==> src/rtl/phase_sequencer.sv <==
// Phase sequencer for the multicycle processor: run/stop/single-step control, HLT detection
// and a retired-instruction counter. Define PHASE_SEQ_BREAK_EN to add an instruction-boundary breakpoint.
module phase_sequencer #(
   parameter int NUM_PHASES = 5,
   parameter int CNT_W      = 16
) (
   input  logic             clk,
   input  logic             rst_n,
   input  logic             start,
   input  logic             stop,
   input  logic             step,
   input  logic [15:0]      instruction,
`ifdef PHASE_SEQ_BREAK_EN
   input  logic             bp_en,
   input  logic [7:0]       bp_addr,
   input  logic [7:0]       pc,
`endif
   output logic [2:0]       phase,
   output logic             running,
   output logic             halted,
   output logic [CNT_W-1:0] retired
);

   typedef enum logic [1:0] {
      ST_IDLE = 2'd0,
      ST_RUN  = 2'd1,
      ST_STEP = 2'd2,
      ST_HALT = 2'd3
   } state_t;

   localparam logic [2:0] LP_LAST = 3'(NUM_PHASES);

   state_t           r_state;
   logic [2:0]       r_phase;
   logic             r_running;
   logic             r_halted;
   logic [CNT_W-1:0] r_retired;
   logic             r_stop_pend;

   state_t           w_state_nxt;
   logic [2:0]       w_phase_nxt;
   logic             w_halted_nxt;
   logic [CNT_W-1:0] w_retired_nxt;
   logic             w_stop_pend_nxt;
   logic             w_is_hlt;
   logic             w_stop_now;
   logic             w_bp_hit;

   assign w_is_hlt   = (instruction[15:14] == 2'b11) && (instruction[7:4] == 4'b1111);
   // A stop arriving on the boundary cycle itself still ends this instruction.
   assign w_stop_now = r_stop_pend | ((r_state == ST_RUN) & stop);
`ifdef PHASE_SEQ_BREAK_EN
   assign w_bp_hit   = (r_state == ST_RUN) && bp_en && (pc == bp_addr);
`else
   assign w_bp_hit   = 1'b0;
`endif

   // Next-state and next-output decode
   always_comb begin
      w_state_nxt     = r_state;
      w_phase_nxt     = r_phase;
      w_halted_nxt    = r_halted;
      w_retired_nxt   = r_retired;
      w_stop_pend_nxt = r_stop_pend;
      case (r_state)
         ST_IDLE: begin
            w_phase_nxt = 3'd0;
            if (stop) begin
               w_state_nxt = ST_IDLE;
            end else if (start) begin
               w_state_nxt = ST_RUN;
               w_phase_nxt = 3'd1;
            end else if (step) begin
               w_state_nxt = ST_STEP;
               w_phase_nxt = 3'd1;
            end else begin
               w_state_nxt = ST_IDLE;
            end
         end
         ST_RUN, ST_STEP: begin
            if ((r_phase == 3'd2) && w_is_hlt) begin
               w_state_nxt     = ST_HALT;
               w_phase_nxt     = 3'd0;
               w_halted_nxt    = 1'b1;
               w_stop_pend_nxt = 1'b0;
            end else if (r_phase == LP_LAST) begin
               w_retired_nxt = r_retired + CNT_W'(1);
               if ((r_state == ST_STEP) || w_stop_now || w_bp_hit) begin
                  w_state_nxt     = ST_IDLE;
                  w_phase_nxt     = 3'd0;
                  w_stop_pend_nxt = 1'b0;
               end else begin
                  w_phase_nxt = 3'd1;
               end
            end else begin
               w_phase_nxt = r_phase + 3'd1;
               if ((r_state == ST_RUN) && stop) begin
                  w_stop_pend_nxt = 1'b1;
               end else begin
                  w_stop_pend_nxt = r_stop_pend;
               end
            end
         end
         ST_HALT: begin
            w_phase_nxt  = 3'd0;
            w_halted_nxt = 1'b1;
         end
         default: begin
            w_state_nxt     = ST_IDLE;
            w_phase_nxt     = 3'd0;
            w_stop_pend_nxt = 1'b0;
         end
      endcase
   end

   // State and output registers
   always_ff @(posedge clk or negedge rst_n) begin
      if (!rst_n) begin
         r_state     <= ST_IDLE;
         r_phase     <= 3'd0;
         r_running   <= 1'b0;
         r_halted    <= 1'b0;
         r_retired   <= '0;
         r_stop_pend <= 1'b0;
      end else begin
         r_state     <= w_state_nxt;
         r_phase     <= w_phase_nxt;
         r_running   <= (w_phase_nxt != 3'd0);
         r_halted    <= w_halted_nxt;
         r_retired   <= w_retired_nxt;
         r_stop_pend <= w_stop_pend_nxt;
      end
   end

   assign phase   = r_phase;
   assign running = r_running;
   assign halted  = r_halted;
   assign retired = r_retired;

endmodule

==> config.mk <==
export PLATFORM = sky130hd
export DESIGN_NAME = phase_sequencer
export DESIGN_NICKNAME = d
export VERILOG_FILES = /design/src/rtl/phase_sequencer.sv
export SDC_FILE = /design/constraint.sdc
export NUM_CORES = 1
export LEC_CHECK = 0
export BUFFER_PORTS_ARGS = -buffer_cell sky130_fd_sc_hd__buf_2
export CORE_MARGIN = 2
export CORE_UTILIZATION = 40
export CTS_CLUSTER_DIAMETER = 60
export DETAILED_ROUTE_END_ITERATION = 16
export PLACE_DENSITY = 0.76
export SLEW_MARGIN = 25
export SYNTH_ARGS = -nofsm -noshare
export SYNTH_HDL_FRONTEND = slang
export SYNTH_SLANG_ARGS = --single-unit
==> constraint.sdc <==
create_clock -name clk -period 3.5 [get_ports clk]
set_input_delay 0 -clock clk [delete_from_list [all_inputs] [get_ports clk]]
set_output_delay 0 -clock clk [all_outputs]
set_load 0.01 [all_outputs]
; Word-level counts from Yosys, hierarchy flattened
; Cells that the tools add are included.
[totals]
register_bits = 24
in_bits = 21
[classes]
n_addsub = 2
eq_ne = 11
n_mux = 20
bitwise = 3
reduce_logical = 14
[ops]
columns = op, count
row1 = $add 16x1->16 const B, 1
row2 = $mux 2, 6
row3 = $mux 1, 9
row4 = $pmux 3 s3, 1
row5 = $reduce_and 3->1, 3
row6 = $eq 2x2->1 const B, 3
row7 = $mux 3, 2
row8 = $ne 3x3->1 const B, 2
row9 = $reduce_bool 3->1, 2
row10 = $eq 4x4->1 const B, 1
row11 = $pmux 2 s2, 1
row12 = $reduce_bool 2->1, 2
row13 = $add 3x1->3 const B, 1
row14 = $eq 3x2->1 const B, 1
row15 = $eq 3x3->1 const B, 1
row16 = $logic_and 1x1->1, 3
row17 = $ne 3x2->1 const B, 1
row18 = $eq 2x1->1 const B, 1
row19 = $logic_not 2->1, 1
row20 = $ne 2x2->1 const B, 1
row21 = $pmux 1 s2, 1
row22 = $reduce_and 2->1, 1
row23 = $reduce_or 2->1, 1
row24 = $and 1x1->1, 1
row25 = other kinds (3), 3

; Depth between registers and ports, before layout
; Gate-level depths: netlist (run 1).
[depth]
word_depth = 9
depth_mapped = 6

; Worst setup path after synthesis (run 1)
; Ideal clock, no wire load.
[synth_timing]
path_type = reg-to-reg
start = register r_state[0]
end = register r_retired[8], in the netlist retired[8]
setup_ns = 0.080
t_arrival_ns = 1.514
slack_ns = 1.906
stages_incl_launch_ff = 7
n_path_buf = 0
path_cell_list = dfrtp_1 > inv_1 > ha_1 > nand4b_4 > or2_1 > nor2_1 > xnor2_1
[synth_between]
elab_chain_cells = 3
[synth_lines]
columns = item, line
row1 = start: declaration, 33  ; state_t r_state;
row2 = start signal: assignment, 126  ; r_state <= w_state_nxt;
row3 = $eq 2x2->1 or $eq 2x1->1 (tied branches), 65  ; case (r_state)
row4 = $reduce_or 2->1 *, 65
row5 = $reduce_and 3->1 (no source line) *, --
row6 = end signal: assignment, 130  ; r_retired <= w_retired_nxt;
row7 = end: declaration, 37  ; logic [CNT_W-1:0] r_retired;
; Every way passes the cells marked *; elsewhere a longest branch is shown, timed or not.
; A chain may end at the register's enable or synchronous reset.

; Worst setup path in the final report (run 1)
[layout_timing]
start = register r_state[0]
end = register r_retired[6], in the netlist retired[6]
; Same word-level chain as after synthesis.

==> results list, run 1 <==
* Outcome: finished, violations left
- Failing checks: DRC
* Worst Path Arrival: 2.02 ns
- In this design, the largest share of critical-path delay is due to simple AND/OR/NAND/NOR gates.
* Number of instances in the synthesized netlist: ~110
- Measured along the y axis, the die boundary spans around 60 um.
- Counting both buffers and inverters, the worst setup path holds a total of 1.
* Number of warnings issued by yosys: 0
* Classification of the worst-slack hold path: in -> reg
* Unique masters post-synth: 31
* Post-synthesis simple-gate area fraction: 0.237
- Total non-filler cell area in the finished layout: between 1000 and 1500 um^2
* Core Util, Final: 0.521
- CP peak stage delay: about 0.43 ns
* Depth of the CTS H-tree: 1
- Number of flip-flops and latches in the synthesized netlist: 24
- Of the synthesized area, sequential elements account for 0.503.
* Hold Violations, Final: 0
* Smallest hold slack: 0.00955 ns
- In the post-synthesis netlist, the cell with the most instances is sky130_fd_sc_hd__dfrtp_1.
- Worst min-delay path endpoint: r_stop_pend
- DRC violations left: 3
* Leak Pwr: ~0.75 nW
* Wire length per cell: 12.8 um
- After clock tree synthesis, the clock-pin slew on the worst setup and hold paths is between 0.1 and 0.15 ns.
- Sequential share of power: 0.449
* Crit Path Class: reg -> reg
- Pin placement for this block handled 42 I/O pins.
- Num rows: 19
- The count of nets left with antenna violations once routing finished came out at 0.
- Power density cells: 537 nW/um^2
- Post-synth top cells: sky130_fd_sc_hd__dfrtp_1 (24), sky130_fd_sc_hd__xnor2_1 (13), sky130_fd_sc_hd__nor2_1 (9), sky130_fd_sc_hd__nand2_1 (8), sky130_fd_sc_hd__nand3_1 (6)
- Number of buffers inserted to repair setup after CTS: 0
* Part of the power in combinational logic: 0.299
- Worst R2R Path Depth: 6
* Count of nets after finishing: about 170
- Synthesized cell area: roughly 1200 um^2
* Ordered cell list for the critical path: inv_1, ha_1, nand4b_4, nor2_2, and3_1, xor2_1
- HPWL reported at the end of detailed placement: approximately 1800 um
- The portion of synthesized area spent on multiplexers is 0.0168.
- Vias in the first global route: roughly 900
* Clock group share of total power: 0.252
- The area growth from synthesis to layout is 22.3%.
- Setup slack of the most critical reg-to-reg path: about 1.7 ns
- After synthesis, the largest family of logic cells by area is simple AND/OR/NAND/NOR gates.
- Entering global routing, the biggest net connects 25 pins.
* CTS buffer count: 3
* Fmax achieved: between 500 and 600 MHz
- Counting flops with an async set or reset pin after synthesis yields a share of 1.00.
* Worst-skew pair later-pin latency: just over 0.3 ns
- Of the total synthesized cell area, the portion taken by full adders, half adders and majority gates is 0.0524.
* Clock root cell: sky130_fd_sc_hd__clkbuf_4
- Number of vias per cell: 5.30
- Syn nets: approximately 130
- Number of flops mapped to enable cells by yosys: 0
* Sink Count: 24
* Synth top area cells: sky130_fd_sc_hd__dfrtp_1 (50%), sky130_fd_sc_hd__xnor2_1 (9.5%), sky130_fd_sc_hd__ha_1 (5.2%)
- Global-route wire length before repair: ~3900 um
- Instance area at placement: roughly 1400 um^2
- STA classifies the critical path endpoint as a flip-flop.
- Aggregate global-route resource usage: 0.148
- Drt initial violations: 23
* Total of endpoints with negative setup slack in the final report: 0
- Accumulated negative setup slack: 0 ns
* TritonCTS clock tree: built
- Across the VDD grid, the largest voltage drop is between 300 and 400 uV.
- Routed vias: between 900 and 1000
- Final number of max-transition violations: 0
* GR Overflow Total: 0
- The initial utilization of the core area, before any placement, comes to 0.426.
- # Max-Cap Violations: 0
* Die Wd: around 59 um
- Final worst path period share: 0.509
- Shortest period the worst path allows: about 1.8 ns
- Measured against its own limit, the worst slew margin works out to 0.649.
- Setup repair after global routing left no endpoint under its margin.
- Psw: approximately 250 uW
* Complex-gate fraction of the synthesized area: 0.0650
- STA puts the critical path data required time at roughly 3.7 ns.
* Count of port buffers added during placement: 31
- Final weighted congestion in routability-driven placement: slightly below 0.8
- Cell taking the most area after synthesis: sky130_fd_sc_hd__dfrtp_1
- Worst reg2reg endpoint: retired[6]
- Transition time at the pin with the least slew margin: between 0.5 and 0.6 ns
- Synth top area share: 0.503
- Ant diodes: 0
- Number of gates resized after CTS: 0
* Final total power: ~800 uW
- Of the total power, the share spent switching nets is 0.318.
* Die area: 3440 um^2
* Number of fill cells in the layout: 272
- Area of the core: around 2800 um^2
- Share of the synthesized netlist area taken by xor and xnor gates: 0.110
- Number of buffers between clock root and the deepest sink: 2
- Total of hold buffers inserted after clock tree synthesis: 2
* Setup crit start kind: flip-flop
- Primary FF master, synth: sky130_fd_sc_hd__dfrtp_1
- Share of cells above drive strength 1: 0.283
- Internal power summed over all cells: about 530 uW
- Of all nets on the critical path, the largest fanout is 6.
- Post-synthesis area per instance: around 11 um^2
- WHS Path Cells: 3
- Skew final: 0.00511 ns
* Router iterations before antenna repair: 10
- Summed over all layers, the routed wires come to roughly 2200 um.
- The startpoint identified for the worst hold timing path is stop.
- The number of antenna violations at the first check in global routing is 0.
- Cell with the largest stage delay on the worst path: sky130_fd_sc_hd__ha_1
* Start of the worst register-to-register path: r_state[0]
[stage by stage]
step	instances	worst slack [ns]
2_1_floorplan	108	1.91
3_3_place_gp	170	1.78
3_5_place_dp	170	1.73
4_1_cts	176	1.69
5_1_grt	176	1.58
6_report	176	1.72
[metal layers]
metal | up-vias | wire [um] | global-route usage
met5 | - | 0 | 0
li1 | 451 | - | -
met3 | 3 | 133 | 0.0264
met1 | 443 | 961 | 0.181
met4 | 0 | 21 | 0.0487
met2 | 35 | 1130 | 0.265
[flip-flops by register name, indices dropped and copies added, names as in the netlist]
signal and cells:
running 1, retired 16, halted 1, phase 3
r_stop_pend 1, r_state 2
[logic make-up after synthesis]
logic type      after synthesis
compound gates               11
flops                        24
xor+xnor                     15
fa+ha+maj                     5
simple gates                 46
mux                           2
buf+inv                       5
[power groups by stage]
stage | clock (mW) | sequential (mW) | combinational (mW)
3_3_place_gp | 0 | 0.355 | 0.225
2_1_floorplan | 0 | 0.360 | 0.160
4_1_cts | 0.203 | 0.353 | 0.238
3_5_place_dp | 0 | 0.359 | 0.235
6_report | 0.198 | 0.352 | 0.234
5_1_grt | 0.214 | 0.359 | 0.258
[layout make-up]
class                      count  area, um^2  area share
clock buffer                   3        22.5      0.0154
clock inverter                 1        30.0      0.0206
inverter                       5        18.8      0.0129
multi-input combinational     79         574       0.393
sequential                    24         601       0.411
tap                           31        38.8      0.0266
timing repair buffer          33         175       0.120
[layout by cell type, fill, tap and decap left out, drive strengths merged]
master,instances
buf,31
dfrtp,24
xnor2,13
nor2,11
nand2,8
nand3,6
inv,5
nand4,5
ha,5
nor2b,4
and3,3
a21oi,3
clkbuf,3
mux2i,2
a211o,2
a221o,2
xor2,2
dlygate4sd3,2
nand3b,2
o21ai,2
nor3,2
and4b,1
o221ai,1
and2,1
nand4b,1
a31oi,1
or2,1
and4,1
bufinv,1
[worst max-delay path by stage]
stage / startpoint / endpoint / slack [ns] / depth (start not counted)
after global placement: r_state[0] / retired[7] / 1.78 / 6
after floorplan: r_state[0] / retired[8] / 1.91 / 6
final: r_state[0] / retired[6] / 1.72 / 6
after detailed placement: r_state[0] / retired[7] / 1.73 / 6
after CTS: r_state[0] / retired[7] / 1.69 / 6
after global routing: r_state[0] / retired[7] / 1.58 / 6
[worst min-delay path, delay by kind of cell]
| family | cells | cell delay, ns |
|---|---|---|
| compound gates | 2 | 0.18 |
| buf+inv | 1 | 0.11 |
Power figures use the tool's default switching activity.
==> run 2: changes to the inputs <==
==> constraint.sdc (replaced) <==
create_clock -name clk -period 1.7 [get_ports clk]
set_input_delay 0 -clock clk [delete_from_list [all_inputs] [get_ports clk]]
set_output_delay 0 -clock clk [all_outputs]
set_load 0.01 [all_outputs]
==> results list, run 2 (synthesis results as in run 1) <==
- For this design the static power due to leakage is around 0.78 nW.
* Share of cells above drive strength 1: 0.300
- The max-slew violation count is 0.
- The first global-routing pass estimated a little under 4000 um of wire.
- Fmax achieved: slightly above 600 MHz
- Post-route antenna net violation count: 0
- The final-report hold violation count came to 0.
* Critical-path maximum fanout: 3
- Dividing the final minimum period by the clock period gives 0.955.
* Total of endpoints with negative setup slack in the final report: 0
- Kind of end point of the critical path: flip-flop
- Hold is met by approximately 0.16 ns.
- Instance area at placement: roughly 1400 um^2
* Router iterations before antenna repair: 10
- The detailed router put a total of 1020 um of wire on met1.
- From synthesis to final layout, the design area changed by 26.9%.
* Depth of the CTS H-tree: 1
- Aggregate global-route resource usage: 0.147
- The tree is rooted in a sky130_fd_sc_hd__clkbuf_4.
* Count of nets after finishing: about 180
- Setup crit start kind: flip-flop
- Number of flip-flops under the largest register name: 16
- The number of global-route vias before repair came to between 900 and 1000.
- Total instance count after detailed placement: 173
* Count of port buffers added during placement: 31
- Commonest non-fill, non-tap cell in the layout: sky130_fd_sc_hd__buf_2
- At the pin with the least slew margin, the transition time is between 0.5 and 0.6 ns.
- Ant diodes: 0
* Area of the core: between 2000 and 3000 um^2
- Pin placement for this block handled 42 I/O pins.
- Length of routed met2 wiring: about 1200 um
* Outcome: finished, violations left
- TritonCTS built the clock tree.
* Die Wd: about 60 um
* Clock transition at the registers of the reported paths: 0.14 ns
- Final weighted congestion in routability-driven placement: around 0.77
* Core Util, Final: 0.540
- Worst-skew pair later-pin latency: roughly 0.32 ns
- Classification of the worst-slack hold path: in -> async
- Routed met3 length: about 140 um
* Largest net degree at the start of global routing: 25
- Start of the worst register-to-register path: r_state[1]
- Headroom to the max-slew limit came out at 0.655.
* Final standard cell count with taps included and fillers excluded: ~180
- Peak ir drop on the vdd network: ~770 uV
- For this configuration, the core starts out at a cell density of 0.426.
- Across all register-to-register paths, the minimum setup slack is roughly 0.076 ns.
* Crit path required time: about 1.9 ns
- Failing checks: DRC
- DRC violations left: 3
- The die is approximately 59 um tall.
- CTS saw 24 sinks.
- Setup repair after global routing could not meet its margin everywhere.
* Number of fill cells in the layout: 260
* Final setup slack of the worst path: around 0.076 ns
- Leaving out fill and tap cells, the most frequent cells in the layout are sky130_fd_sc_hd__buf_2 (31), sky130_fd_sc_hd__dfrtp_1 (24), sky130_fd_sc_hd__xnor2_1 (13).
- Wire length per cell: 13.0 um
- Antenna violations before repair: 0
- The total overflow left after global routing is 0.
* Final total power: roughly 1.8 mW
* Crit Path Class: reg -> reg
- For this block, the routed nets add up to 2350 um of wire.
* Die area: 3440 um^2
- Dividing total power by cell area gives a power density of ~1200 nW/um^2.
- Number of vias per cell: ~5.2
- Skew final: about 0.0046 ns
* Num rows: 19
- Summed over all failing endpoints, the final setup total negative slack is 0 ns.
- After layout, the minimum clock period comes to 1.62 ns.
* Worst slack at placement: between 0.07 and 0.08 ns
- CTS buffer count: 3
- Tracing the worst setup path back leads to its startpoint at r_state[1].
- After the first detailed-routing iteration, the DRC count stood at 18.
- Across the run, the number of max-cap violations was 0.
- Number of buffers inserted to repair setup after CTS: 0
- Summing over every cut layer, the via total after detailed routing is 942.
- Once layout is done, the placed cells without fillers occupy ~1500 um^2.
- Number of buffers between clock root and the deepest sink: 2
- The highest layer touched by signal routing is met3.
- Worst Path Arrival: around 1.8 ns
* HPWL reported at the end of detailed placement: ~1700 um
==> run 2: cell types whose count changed in the layout (fill, tap and decap cells not counted) <==
cell                            before  now
sky130_fd_sc_hd__ha_1                5    4
sky130_fd_sc_hd__ha_4                0    1
sky130_fd_sc_hd__dlygate4sd3_1       2    4
sky130_fd_sc_hd__buf_4               0    3
==> run 2: report_power, final <==
group | internal [mW] | switching (mW)
registers | 0.644 | 0.0673
clock network | 0.238 | 0.179
logic | 0.307 | 0.320
==> run 2: worst max-delay path, stage by stage, from the launching register on <==
cell	delay, ns
sky130_fd_sc_hd__dfrtp_1	0.41
sky130_fd_sc_hd__inv_1	0.12
sky130_fd_sc_hd__ha_1	0.19
sky130_fd_sc_hd__a211o_1	0.18
sky130_fd_sc_hd__nor2b_4	0.17
sky130_fd_sc_hd__mux2i_1	0.09
sky130_fd_sc_hd__a221o_1	0.36
==> run 2: layer usage <==
metal	vias to the layer above	global-route usage
li1	463	-
met1	449	0.180
met2	30	0.260
met3	0	0.0462
met4	0	0.0195
met5	-	0
==> run 2: repair_timing <==
item | in CTS | in global routing
hold buffers | 4 | 0
endpoints found under the setup margin | 0 | 5
resized for setup | 0 | 2
hold endpoints to repair | 27 | 0
==> run 2: cell type report <==
type                            instances  area (um^2)  area share
Timing Repair Buffer                   38          218       0.144
Tap cell                               31         38.8      0.0256
Clock inverter                          1         30.0      0.0198
Clock buffer                            3         22.5      0.0149
Sequential cell                        24          601       0.396
Inverter                                5         18.8      0.0124
Multi-Input combinational cell         79          587       0.387
==> run 2: final timing paths <==
| check | to | cells after the start |
|---|---|---|
| setup / recovery | r_state[1] | 6 |
| hold / removal | retired[14] | 2 |
| setup reg to reg | r_state[1] | 6 |
| hold reg to reg | retired[15] | 1 |
| max in group asynchronous | phase[0] | 2 |
| min in group clk | r_stop_pend | 5 |
==> run 3: changes to the inputs <==
--- a/config.mk
+++ b/config.mk
@@ -5,13 +5,14 @@
 export SDC_FILE = /design/constraint.sdc
 export NUM_CORES = 1
 export LEC_CHECK = 0
+export ABC_AREA = 1
 export BUFFER_PORTS_ARGS = -buffer_cell sky130_fd_sc_hd__buf_2
 export CORE_MARGIN = 2
 export CORE_UTILIZATION = 40
 export CTS_CLUSTER_DIAMETER = 60
 export DETAILED_ROUTE_END_ITERATION = 16
-export PLACE_DENSITY = 0.76
-export SLEW_MARGIN = 25
+export PLACE_DENSITY = 0.74
+export SLEW_MARGIN = 20
 export SYNTH_ARGS = -nofsm -noshare
 export SYNTH_HDL_FRONTEND = slang
 export SYNTH_SLANG_ARGS = --single-unit
==> constraint.sdc (replaced) <==
create_clock -name clk -period 1.7 [get_ports clk]
set_input_delay 0.17 -clock clk [delete_from_list [all_inputs] [get_ports clk]]
set_output_delay 0.17 -clock clk [all_outputs]
set_load 0.01 [all_outputs]
==> results list, run 3 <==
- In the routed design, unresolved DRC markers number 0.
* Num rows: 21
* Leak Pwr: approximately 0.99 nW
* Most used cells in the layout excluding fill and tap cells: sky130_fd_sc_hd__nand2_1 (72), sky130_fd_sc_hd__buf_2 (31), sky130_fd_sc_hd__inv_1 (28)
- The worst register-to-register path begins at r_state[0].
- Wires add up to 2870 um.
* TritonCTS clock tree: built
* Worst reg2reg endpoint: running
* Number of instances in the synthesized netlist: approximately 200
- Aggregate global-route resource usage: 0.156
* Area growth syn-to-layout: 22.8%
* Share of cells above drive strength 1: 0.215
- Setup repair after global routing left no endpoint under its margin.
* Setup slack of the most critical reg-to-reg path: 0.18 ns
* Setup crit start kind: flip-flop
* Instance area at placement: ~1700 um^2
- Of the post-synthesis cell area, the dominant cell type holds 0.415.
- Dividing the final minimum period by the clock period gives 0.892.
- Yosys mapped the design onto 25 distinct sky130hd cell types.
- STA puts the critical path data required time at approximately 1.9 ns.
* GR Overflow Total: 0
- Entering global routing, the biggest net connects 25 pins.
- Clock tree synthesis found a total of 24 sinks.
- Core Util, Final: 0.520
* Number of vias per cell: ~4.6
- The max-slew violation count came to 0.
- Count of port buffers added during placement: 31
* Commonest non-fill, non-tap cell in the layout: sky130_fd_sc_hd__nand2_1
- Final total power: around 1.8 mW
- Number of fill cells in the layout: about 350
* Global-route wire length before repair: approximately 5300 um
* Synth top area cells: sky130_fd_sc_hd__dfrtp_1 (42%), sky130_fd_sc_hd__nand2_1 (19%), sky130_fd_sc_hd__inv_1 (7.3%)
* Count of nets after finishing: between 200 and 300
- Routed vias: 1334
* # Max-Cap Violations: 0
- Shortest period the worst path allows: around 1.5 ns
- Part of the Yosys area used for sequential elements: 0.415
- Multi-input gate area: around 740 um^2
- Number of flip-flops and latches in the synthesized netlist: 24
- In the post-synthesis netlist, the cell with the most instances is sky130_fd_sc_hd__nand2_1.
- Syn nets: 227
* HPWL reported at the end of detailed placement: between 2000 and 2500 um
* Post-synth top cells: sky130_fd_sc_hd__nand2_1 (72), sky130_fd_sc_hd__inv_1 (28), sky130_fd_sc_hd__nor2_1 (25), sky130_fd_sc_hd__dfrtp_1 (24), sky130_fd_sc_hd__nand3_1 (12)
* Area used by sequential logic in the layout: between 600 and 700 um^2
- Static timing analysis puts the maximum clock frequency at 660 MHz.
* Synthesized cell area: around 1400 um^2
* Launching instance or port of the critical path: r_state[0]
- The synthesized design contains 0 enable-type register cells.
- Critical-path maximum fanout: 6
* Number of warnings issued by yosys: 0
- The most used flip-flop cell after synthesis is sky130_fd_sc_hd__dfrtp_1.
- In the final routed layout, each cell accounts on average for 9.96 um.
- Total non-filler cell area in the finished layout: about 1800 um^2
* Vias in the first global route: roughly 1300
- After the first detailed-routing iteration, the DRC count stood at 75.
- Once detail routing completed, the nets flagged for antenna violations numbered 0.
- Crit Path Class: reg -> reg
- Io pins: between 40 and 50
- Fraction of registers with async set/reset: 1.00
- The die is ~64 um wide.
* Clock root cell: sky130_fd_sc_hd__clkbuf_4
- For this run, the detailed router's first-pass iteration total came to 4.
- Number of buffers between clock root and the deepest sink: 2
- Worst-case headroom to the max-slew limit: 0.657
* Power density cells: 1010 nW/um^2
- The number of antenna violations at the first check in global routing is 0.
- The run finished with clean final reports.
- Buffers inserted during clock tree synthesis total 3.
- Of all cell types, the one taking the most synthesized area is sky130_fd_sc_hd__dfrtp_1.
- Die Y-Extent: approximately 64 um
* Ant diodes: 0
- Initial standard-cell utilization of the core: 0.423
- Clock transition at the registers of the reported paths: between 0.1 and 0.15 ns
* Hold Violations, Final: 0
- Worst Path Arrival: 1.74 ns
* Peak ir drop on the vdd network: about 400 uV
- Skew final: around 0.0023 ns
- The core region is about 3400 um^2.
* Post-synthesis area per instance: 7.20 um^2
- Clock latency on the worst-skew pair, taken at its later pin, is about 0.32 ns.
* Final weighted congestion in routability-driven placement: about 0.8
* Total of endpoints with negative setup slack in the final report: 0
- The worst register-to-register path has a depth of 9.
- Classification of the worst-slack hold path: in -> reg
- Depth of the CTS H-tree: 1
- The worst setup path is captured at a flip-flop.
- Die area: around 4100 um^2
* Last element of the critical path: running
- In the final timing run, aggregate negative setup slack is 0 ns.
- Transition time at the pin with the least slew margin: 0.515 ns
- The register with the most flip-flops in the layout has 16 of them.
[run 3: report_power, final]
group	internal (mW)	switching [mW]	total, mW
clock network	0.238	0.176	0.415
registers	0.649	0.0806	0.729
logic	0.276	0.375	0.651
total	1.16	0.631	1.79
[run 3: layer usage]
layer  vias up  share of wire  track usage
met5         -              0            0
met4         0         0.0073       0.0399
met3         4          0.023       0.0158
met2        21           0.46        0.259
met1       604           0.51        0.217
li1        705              -            -
[run 3: cells by family (layout without fill, tap and decap cells)]
kind of cell	Yosys count	in the layout	share of synthesized area
DFF	24	24	0.415
buffers and inverters	31	72	0.0822
and+or+nand+nor	125	125	0.377
xor gates and xnor gates	7	7	0.0476
AOI/OAI and AO/OA	9	9	0.0346
adders and majority gates	5	5	0.0433
[run 3: through the flow]
step,instances,worst slack (ns),hold WS (ns)
6_report,288,0.184,0.155
5_1_grt,288,0.0312,0.152
4_1_cts,284,0.0633,0.154
3_5_place_dp,279,0.0757,0.180
3_3_place_gp,279,0.110,0.177
2_1_floorplan,201,0.152,-0.126
[run 3: repair_timing]
item                                    in CTS  in global routing
resized for setup                            0                  2
hold endpoints to repair                    24                  0
endpoints found under the setup margin       0                  6
hold buffers                                 1                  0
setup buffers                                0                  4
[run 3: how the worst min path moves through the flow]
stage,start,to,slack [ns],cells after the start
floorplan,rst_n,halted,-0.13,0
global placement,rst_n,retired[12],0.18,1
detailed placement,rst_n,retired[12],0.18,1
CTS,stop,r_stop_pend,0.15,3
global route,stop,r_stop_pend,0.15,3
finish,stop,r_stop_pend,0.15,3
[run 3: cell type report]
type,instances,area share
tap,46,0.0324
clock inverter,1,0.0169
sequential,24,0.338
timing repair buffer,38,0.118
multi-input combinational,146,0.416
clock buffer,3,0.0127
inverter,30,0.0648
[run 3: worst max-delay path: stages (launching register included)]
cell	delay [ns]
sky130_fd_sc_hd__dfrtp_1	0.42
sky130_fd_sc_hd__inv_1	0.12
sky130_fd_sc_hd__ha_4	0.23
sky130_fd_sc_hd__buf_4	0.15
sky130_fd_sc_hd__inv_1	0.11
sky130_fd_sc_hd__nor2_1	0.07
sky130_fd_sc_hd__nand2_1	0.06
sky130_fd_sc_hd__nor2_1	0.04
sky130_fd_sc_hd__nor2_1	0.14
sky130_fd_sc_hd__nand2_1	0.07
